==> src/rtl/psum_accum.sv <==
// psum_accum: partial-sum accumulator placed after the 3-tap dot-product stage.
// Q4.12 products arrive on a valid/ready stream and are summed into a
// register-file scratchpad (one entry per output position) over a configurable
// number of passes. The final psums then drain on a second valid/ready stream.
//
// Optional feature: define PSUM_SAT_EN to make accumulate adds saturate to
// 0x7FFF / 0x8000. Without it, adds wrap modulo 2^DWIDTH.
//
// Ports:
//   clk, rst_n              clock (rising edge), synchronous active-low reset
//   start                   one-cycle pulse in IDLE; latches cfg_len/cfg_passes
//   cfg_len [LW]            output positions per pass (0 or >DEPTH -> DEPTH)
//   cfg_passes [PW]         number of accumulation passes (0 -> 1)
//   busy                    high while a job is in progress
//   done                    one-cycle pulse after the last drain handshake
//   in_valid/in_ready/in_data     product stream (in_ready high only in ACCUM)
//   out_valid/out_ready/out_data  final psum stream (valid only in DRAIN)
module psum_accum #(
  parameter int DWIDTH = 16,
  parameter int DEPTH  = 16,
  parameter int LW     = $clog2(DEPTH) + 1,
  parameter int PW     = 4
) (
  input  logic              clk,
  input  logic              rst_n,
  input  logic              start,
  input  logic [LW-1:0]     cfg_len,
  input  logic [PW-1:0]     cfg_passes,
  output logic              busy,
  output logic              done,
  input  logic              in_valid,
  output logic              in_ready,
  input  logic [DWIDTH-1:0] in_data,
  output logic              out_valid,
  input  logic              out_ready,
  output logic [DWIDTH-1:0] out_data
);

  localparam int AW = (DEPTH > 1) ? $clog2(DEPTH) : 1;

  typedef enum logic [1:0] {IDLE, ACCUM, DRAIN} state_t;

  state_t            state_reg;
  logic [LW-1:0]     len_reg;
  logic [LW-1:0]     idx_reg;
  logic [PW-1:0]     passes_reg;
  logic [PW-1:0]     pass_reg;
  logic              busy_reg;
  logic              done_reg;
  logic              in_ready_reg;
  logic              out_valid_reg;
  logic [DWIDTH-1:0] out_data_reg;

  logic [DWIDTH-1:0] spad_rd [DEPTH];
  logic [DWIDTH-1:0] cur_val;
  logic [DWIDTH-1:0] add_val;
  logic [DWIDTH-1:0] wr_val;
  logic [LW-1:0]     len_eff;
  logic [PW-1:0]     passes_eff;
  logic [AW-1:0]     rd_next_addr;
  logic              in_hs;
  logic              out_hs;
  logic              idx_last;
  logic              pass_last;

  assign len_eff    = (cfg_len == '0 || cfg_len > LW'(DEPTH)) ? LW'(DEPTH) : cfg_len;
  assign passes_eff = (cfg_passes == '0) ? PW'(1) : cfg_passes;

  // in_ready_reg is high exactly in ACCUM and out_valid_reg exactly in DRAIN,
  // so the handshakes need no extra state qualification.
  assign in_hs     = in_valid && in_ready_reg;
  assign out_hs    = out_valid_reg && out_ready;
  assign idx_last  = (idx_reg == len_reg - LW'(1));
  assign pass_last = (pass_reg == passes_reg - PW'(1));

  assign cur_val      = spad_rd[idx_reg[AW-1:0]];
  assign rd_next_addr = idx_reg[AW-1:0] + AW'(1);

`ifdef PSUM_SAT_EN
  logic [DWIDTH:0] sum_wide;
  always_comb begin
    sum_wide = {cur_val[DWIDTH-1], cur_val} + {in_data[DWIDTH-1], in_data};
    // Sign of the extended sum differing from the DWIDTH-bit sign means overflow.
    if (sum_wide[DWIDTH] != sum_wide[DWIDTH-1])
      add_val = sum_wide[DWIDTH] ? {1'b1, {(DWIDTH-1){1'b0}}} : {1'b0, {(DWIDTH-1){1'b1}}};
    else
      add_val = sum_wide[DWIDTH-1:0];
  end
`else
  assign add_val = cur_val + in_data;
`endif

  // Pass 0 overwrites, so stale contents from an earlier or aborted job never leak.
  assign wr_val = (pass_reg == '0) ? in_data : add_val;

  // Scratchpad: one register per output position, written on input handshakes.
  genvar gi;
  generate
    for (gi = 0; gi < DEPTH; gi++) begin : g_spad
      logic [DWIDTH-1:0] entry_reg;
      always_ff @(posedge clk) begin
        if (in_hs && idx_reg[AW-1:0] == AW'(gi))
          entry_reg <= wr_val;
      end
      assign spad_rd[gi] = entry_reg;
    end
  endgenerate

  always_ff @(posedge clk) begin
    if (!rst_n) begin
      state_reg     <= IDLE;
      len_reg       <= '0;
      passes_reg    <= '0;
      idx_reg       <= '0;
      pass_reg      <= '0;
      busy_reg      <= 1'b0;
      done_reg      <= 1'b0;
      in_ready_reg  <= 1'b0;
      out_valid_reg <= 1'b0;
      out_data_reg  <= '0;
    end else begin
      done_reg <= 1'b0;
      case (state_reg)
        IDLE: begin
          if (start) begin
            len_reg      <= len_eff;
            passes_reg   <= passes_eff;
            idx_reg      <= '0;
            pass_reg     <= '0;
            state_reg    <= ACCUM;
            busy_reg     <= 1'b1;
            in_ready_reg <= 1'b1;
          end
        end
        ACCUM: begin
          if (in_hs) begin
            if (idx_last) begin
              idx_reg  <= '0;
              pass_reg <= pass_reg + PW'(1);
              if (pass_last) begin
                state_reg     <= DRAIN;
                in_ready_reg  <= 1'b0;
                out_valid_reg <= 1'b1;
                // Entry 0 is being written this very edge when L==1; forward it.
                out_data_reg  <= (len_reg == LW'(1)) ? wr_val : spad_rd[0];
              end
            end else begin
              idx_reg <= idx_reg + LW'(1);
            end
          end
        end
        DRAIN: begin
          if (out_hs) begin
            if (idx_last) begin
              state_reg     <= IDLE;
              busy_reg      <= 1'b0;
              out_valid_reg <= 1'b0;
              out_data_reg  <= '0;
              done_reg      <= 1'b1;
              idx_reg       <= '0;
              pass_reg      <= '0;
            end else begin
              idx_reg      <= idx_reg + LW'(1);
              out_data_reg <= spad_rd[rd_next_addr];
            end
          end
        end
        default: begin
          state_reg <= IDLE;
        end
      endcase
    end
  end

  assign busy      = busy_reg;
  assign done      = done_reg;
  assign in_ready  = in_ready_reg;
  assign out_valid = out_valid_reg;
  assign out_data  = out_data_reg;

endmodule

==> config.mk <==
export PLATFORM = sky130hd
export DESIGN_NAME = psum_accum
export DESIGN_NICKNAME = d
export VERILOG_FILES = /design/src/rtl/psum_accum.sv
export SDC_FILE = /design/constraint.sdc
export NUM_CORES = 1
export LEC_CHECK = 0
export CORE_ASPECT_RATIO = 1.25
export CORE_MARGIN = 8
export CORE_UTILIZATION = 30
export CTS_BUF_LIST = sky130_fd_sc_hd__clkbuf_8
export DETAILED_ROUTE_END_ITERATION = 8
export PLACE_DENSITY_LB_ADDON = 0.12
export RECOVER_POWER = 50
export SKIP_CTS_REPAIR_TIMING = 1
export SYNTH_ARGS = -nofsm -noshare
export SYNTH_HDL_FRONTEND = slang
export SYNTH_SLANG_ARGS = --single-unit
==> constraint.sdc <==
create_clock -name clk -period 6.1 [get_ports clk]
set_input_delay 0.915 -clock clk [delete_from_list [all_inputs] [get_ports clk]]
set_output_delay 0.915 -clock clk [all_outputs]
set_load 0.005 [all_outputs]
# Word level (Yosys, flattened, before mapping)

Index checks and enable logic that the tools add are counted.

Equality and inequality tests: 26
Mux-type cells: 47
Magnitude comparators: 3
Add/subtract/negate cells: 6
Reductions and logical operators: 37
Bitwise gates (word level): 2

Operators with widths:

| operator                                      | count |
|---|---|
| two-way mux 16 bit                            | 11 |
| binary-select mux 16 bit (select 4 bit)       | 2 |
| == test 4 bit, second input constant          | 8 |
| one-hot mux 16 bit (2 select lines)           | 1 |
| two-way mux 5 bit                             | 5 |
| two-way mux 4 bit                             | 6 |
| logical AND 1 bit                             | 18 |
| AND reduction 6 bit                           | 3 |
| adder 16 bit                                  | 1 |
| == test 4 x 3 -> 1 bit, second input constant | 4 |
| one-hot mux 5 bit (3 select lines)            | 1 |
| logical NOT 4 bit                             | 3 |
| two-way mux 2 bit                             | 6 |
| != test 2 bit, second input constant          | 6 |
| one-hot mux 4 bit (3 select lines)            | 1 |
| >= comparator 5 bit, second input constant    | 2 |
| two-way mux 1 bit                             | 10 |
| NOT 4 -> 5 bit                                | 2 |
| AND reduction 5 bit                           | 2 |
| adder 4 x 1 -> 4 bit, second input constant   | 2 |
| == test 4 x 2 -> 1 bit, second input constant | 2 |
| AND reduction 4 bit                           | 2 |
| one-hot mux 1 bit (2 select lines)            | 3 |
| one-hot mux 2 bit (3 select lines)            | 1 |
| 17 further kinds                              | 19 |

Output and inout bits: 20
Input bits: 30
Logic and storage cells: 147
Flip-flop bits (word level): 296

# Depth between registers and ports, before layout

Depth after elaboration: 11
Mapped depth: 17
Gate-level depth less buffers: 13

# Least setup slack after synthesis

Ideal clock, no wire load.

Path kind: register -> register
Start: register idx_reg[0]
End: register g_spad[0].entry_reg[13] (data pin)
Slack: 1.235 ns
Arrival: 4.535 ns
Period minus slack after synthesis: 4.865 ns
Cell stages (with the launch flop): 14
Required time: 5.770 ns
Library setup time: 0.330 ns
Path buffers: 3
Path through: dfxtp_1 -> buf_6 -> buf_2 -> buf_1 -> mux4_2 -> mux4_2 -> ha_1 -> and2_1 -> a221oi_2 -> a211oi_1 -> or3_1 -> o41ai_2 -> xor2_1 -> o21ai_0

Word-level cells in the longest chain between the ends: 6

RTL lines:

| item                                                   | RTL line | text |
|---|---|---|
| start, declared                                        | 45       | `logic [LW-1:0] idx_reg;` |
| start signal, assigned                                 | 148      | `idx_reg <= idx_reg + LW'(1);` |
| start signal, assigned                                 | 163      | `idx_reg <= idx_reg + LW'(1);` |
| NOT 4 -> 5 bit (implied by the code)                   | 76       | `assign cur_val = spad_rd[idx_reg[AW-1:0]];` |
| binary-select mux 16 bit (select 4 bit)                | 76       |  |
| two-way mux 16 bit (implied by the code) (2 in series) | 76       |  |
| adder 16 bit                                           | 90       | `assign add_val = cur_val + in_data;` |
| two-way mux 16 bit                                     | 94       | `assign wr_val = (pass_reg == '0) ? in_data : add_val;` |
| via wr_val[13]                                         | 57       | `logic [DWIDTH-1:0] wr_val;` |
| end signal, assigned                                   | 103      | `entry_reg <= wr_val;` |
| end, declared                                          | 100      | `logic [DWIDTH-1:0] entry_reg;` |

The timed path passes the listed nets, and every way through them passes these cells. The select of a mux whose other input is x is not followed.
A chain may end at the register's enable or synchronous reset.

# Worst setup path in the final report

Start: register idx_reg[0]
End: register g_spad[2].entry_reg[15] (data pin)

Word-level cells in the longest chain between the ends: 6

RTL lines:

| item                                                   | RTL line |
|---|---|
| NOT 4 -> 5 bit (implied by the code)                   | 76 |
| binary-select mux 16 bit (select 4 bit)                | 76 |
| two-way mux 16 bit (implied by the code) (2 in series) | 76 |
| adder 16 bit                                           | 90 |
| two-way mux 16 bit                                     | 94 |
| via wr_val[15]                                         | 57 |
| end signal, assigned                                   | 103 |
| end, declared                                          | 100 |

The timed path passes the listed nets, and every way through them passes these cells. The select of a mux whose other input is x is not followed.

==> qor.yml <==
critPathMaxFanout: 25
vias: 8947
insertion_delay_ps: 600
drc: 0
grt_pass1_vias: 9396
yosysUniqueCellTypes: 61
max_slew_margin: -0.5424
rr_startpoint: "idx_reg[0]$_SDFFE_PN0P_"
crit_type: "register to register"
synth-async-reset-ratio: 0
setup_tns_ps: 0
clk_pin_slew_ps: 60
final_nets: 1071
die_width_um: 215.3
tightest_slew_ps: 2296
synth_area_per_cell_um2: 16.17
worstRegToRegCells: 11
start_kind: "register"
ant_nets: 0
largest_reg_flops: 256
grt_pass1_wl_mm: 66.41
cp.required_ps: 6360
synth_edf_count: 256
rsz0062_at_grt: "false"
clock_sinks: 296
irDropWorstVdd_v: 0.0001566
gp_congestion: 0.8269
core_area_mm2: 0.04919
num_rows: 91
hold_path_startpoint: "passes_reg[3]$_SDFFE_PN0P_"
routed_wl_mm: 45.12
yosys_register_bits: 296
dieHeight_um: 265.1
end_kind: "register"
outcome: "complete, but fails checks"
synth_cells: 921
clock_path_buffers: 3
grt_overflow: 0
grt_max_degree: 46
ys_warn_count: 0
drive_above_1_share: 0.2567
critical_path_arrival_ps: 5240
min_period_ps: 4981
post-route-util: 0.3529
cts_tree: "done"
mappedNetlistArea_mm2: 0.01490
first_pass_iters: 4
hold_violations: 0
r2r-end: "g_spad[2].entry_reg[15]$_DFFE_PP_"
cts_buffers: 50
min_path_type: "register to register"
dp_hpwl_mm: 28.81
slew_viol_final: 140
layout_common_cells: "edfxtp_1, mux4_2, nand2_1, clkbuf_8, nor2_1"
drt_iter0_markers: 613
finClkSkew_ps: 21.36
clockRootBuffer: "clkbuf_8"
area_growth_pct: 16.53
cap_violations: 11
ys_seq_area_frac: 0.5698
grt.total_usage: 0.1578
violations: "max-capacitance violations, max-slew violations"
ys.flop_type: "edfxtp_1"
final_common_cell: "edfxtp_1"
antenna_found_initial: 1
post-route-period-util: 0.8166
powerDensity_mw_per_mm2: 354.4
rrSetupSlack_ps: 1120
timing.fmax_mhz: 200.7
hold_end: "passes_reg[3]$_SDFFE_PN0P_"
hold-path-cell-count: 2
syn_nets: 981
io_pins: 50
port_buffers: 49
drt-vias-per-instance: 5.251
p_leak_nw: 5.570
initial_core_util: 0.3029
cts_htree_levels: 2
avgRoutedWirePerCell_um: 26.48
die_area_mm2: 0.05709
finalSetupViolCount: 0
[critical path, cell delays in order (launching register included)]
cell	delay [ps]
dfxtp_4	640
buf_4	330
mux4_2	520
mux4_2	510
ha_1	350
o21a_1	190
o21ai_0	240
a211oi_1	90
or2_2	320
a221oi_1	330
mux2i_1	350
xor2_1	780
[area by class of cell]
| type | instances | area [µm²] |
|---|---|---|
| well taps | 651 | 814.5 |
| flip-flops and latches | 296 | 8497 |
| clock buffers | 53 | 729.5 |
| fillers | 4730 | 31830 |
| repair buffers | 97 | 794.5 |
| multi-input cells | 546 | 6111 |
| inverters | 20 | 75.07 |
| clock inverters | 40 | 335.3 |
| diodes | 1 | 2.502 |
[power by group]
part / total (mW) / internal, mW / switching [mW]
registers: 2.48 / 2.39 / 0.0882
clock network: 1.90 / 1.06 / 0.841
logic: 1.77 / 0.842 / 0.928
[how the worst max path moves through the flow]
stage / startpoint / to / slack, ps / cells after the start
final: idx_reg[0]$_SDFFE_PN0P_ / g_spad[2].entry_reg[15]$_DFFE_PP_ / 1120 / 11
after global routing: idx_reg[0]$_SDFFE_PN0P_ / g_spad[13].entry_reg[15]$_DFFE_PP_ / 670 / 11
after CTS: idx_reg[0]$_SDFFE_PN0P_ / g_spad[11].entry_reg[15]$_DFFE_PP_ / 1060 / 11
after detailed placement: idx_reg[0]$_SDFFE_PN0P_ / g_spad[2].entry_reg[15]$_DFFE_PP_ / 1100 / 11
after global placement: idx_reg[0]$_SDFFE_PN0P_ / g_spad[1].entry_reg[15]$_DFFE_PP_ / 1110 / 11
after floorplan: idx_reg[0]$_SDFFE_PN0P_ / g_spad[0].entry_reg[13]$_DFFE_PP_ / 1230 / 13
[synth_stat cells (2+ instances only)]
library cell	n	area [µm²]
mux2i_1	9	90.09
mux4_1	6	157.7
nor3b_1	9	67.56
xor2_1	10	87.58
a31oi_1	11	68.82
buf_1	8	30.03
a211oi_1	2	15.01
edfxtp_1	256	7687
nor2_1	49	183.9
nand2_1	72	270.3
nand2b_1	2	12.51
o211a_1	7	70.07
a21oi_1	27	135.1
mux4_2	153	3446
and3_1	3	18.77
a221o_1	2	20.02
clkbuf_1	32	120.1
buf_6	4	45.04
o311ai_0	2	17.52
or3_1	3	18.77
ha_1	29	362.9
o22ai_1	3	18.77
o41ai_1	2	17.52
o21ai_0	35	175.2
a21o_1	5	37.54
nor4b_1	2	17.52
nand3_1	11	55.05
o21a_1	6	45.04
inv_1	20	75.07
nor3_1	13	65.06
dfxtp_1	40	800.8
buf_2	15	75.07
xnor2_1	15	131.4
and2_1	11	68.82
nand3b_1	2	15.01
a21boi_0	9	67.56
nor2b_1	11	68.82
or4_1	2	15.01
[metrics by stage]
stage | hold slack, ps | std cells | area [µm²] | power (mW) | worst slack, ps
floorplan | 456.7 | 921 | 14900 | 3.793 | 1235
global placement | 475.8 | 1610 | 16400 | 4.331 | 1110
detailed placement | 483.0 | 1610 | 16400 | 4.335 | 1097
CTS | 493.9 | 1703 | 17470 | 6.264 | 1061
global route | 513.5 | 1704 | 17360 | 6.478 | 672.7
finish | 493.0 | 1704 | 17360 | 6.152 | 1119
[cell families (layout without fill, tap and decap cells)]
group | Yosys count | count (layout) | synth area share
multiplexers | 168 | 168 | 0.2479
buffers and inverters | 79 | 210 | 0.02318
flip-flops | 296 | 296 | 0.5698
AO/OA/AOI/OAI | 125 | 125 | 0.05552
XOR/XNOR | 25 | 25 | 0.01470
adder cells (fa/ha/maj) | 30 | 30 | 0.02570
AND/OR/NAND/NOR | 198 | 198 | 0.06316
other | 0 | 1 | 0
[per-layer routing]
layer | track usage | routed length, µm
met3 | 0.02455 | 2096
met4 | 0.05122 | 1434
met5 | 0 | 0
met1 | 0.2023 | 19180
met2 | 0.2712 | 22420
Note: power is estimated with default switching activity, not from simulation.
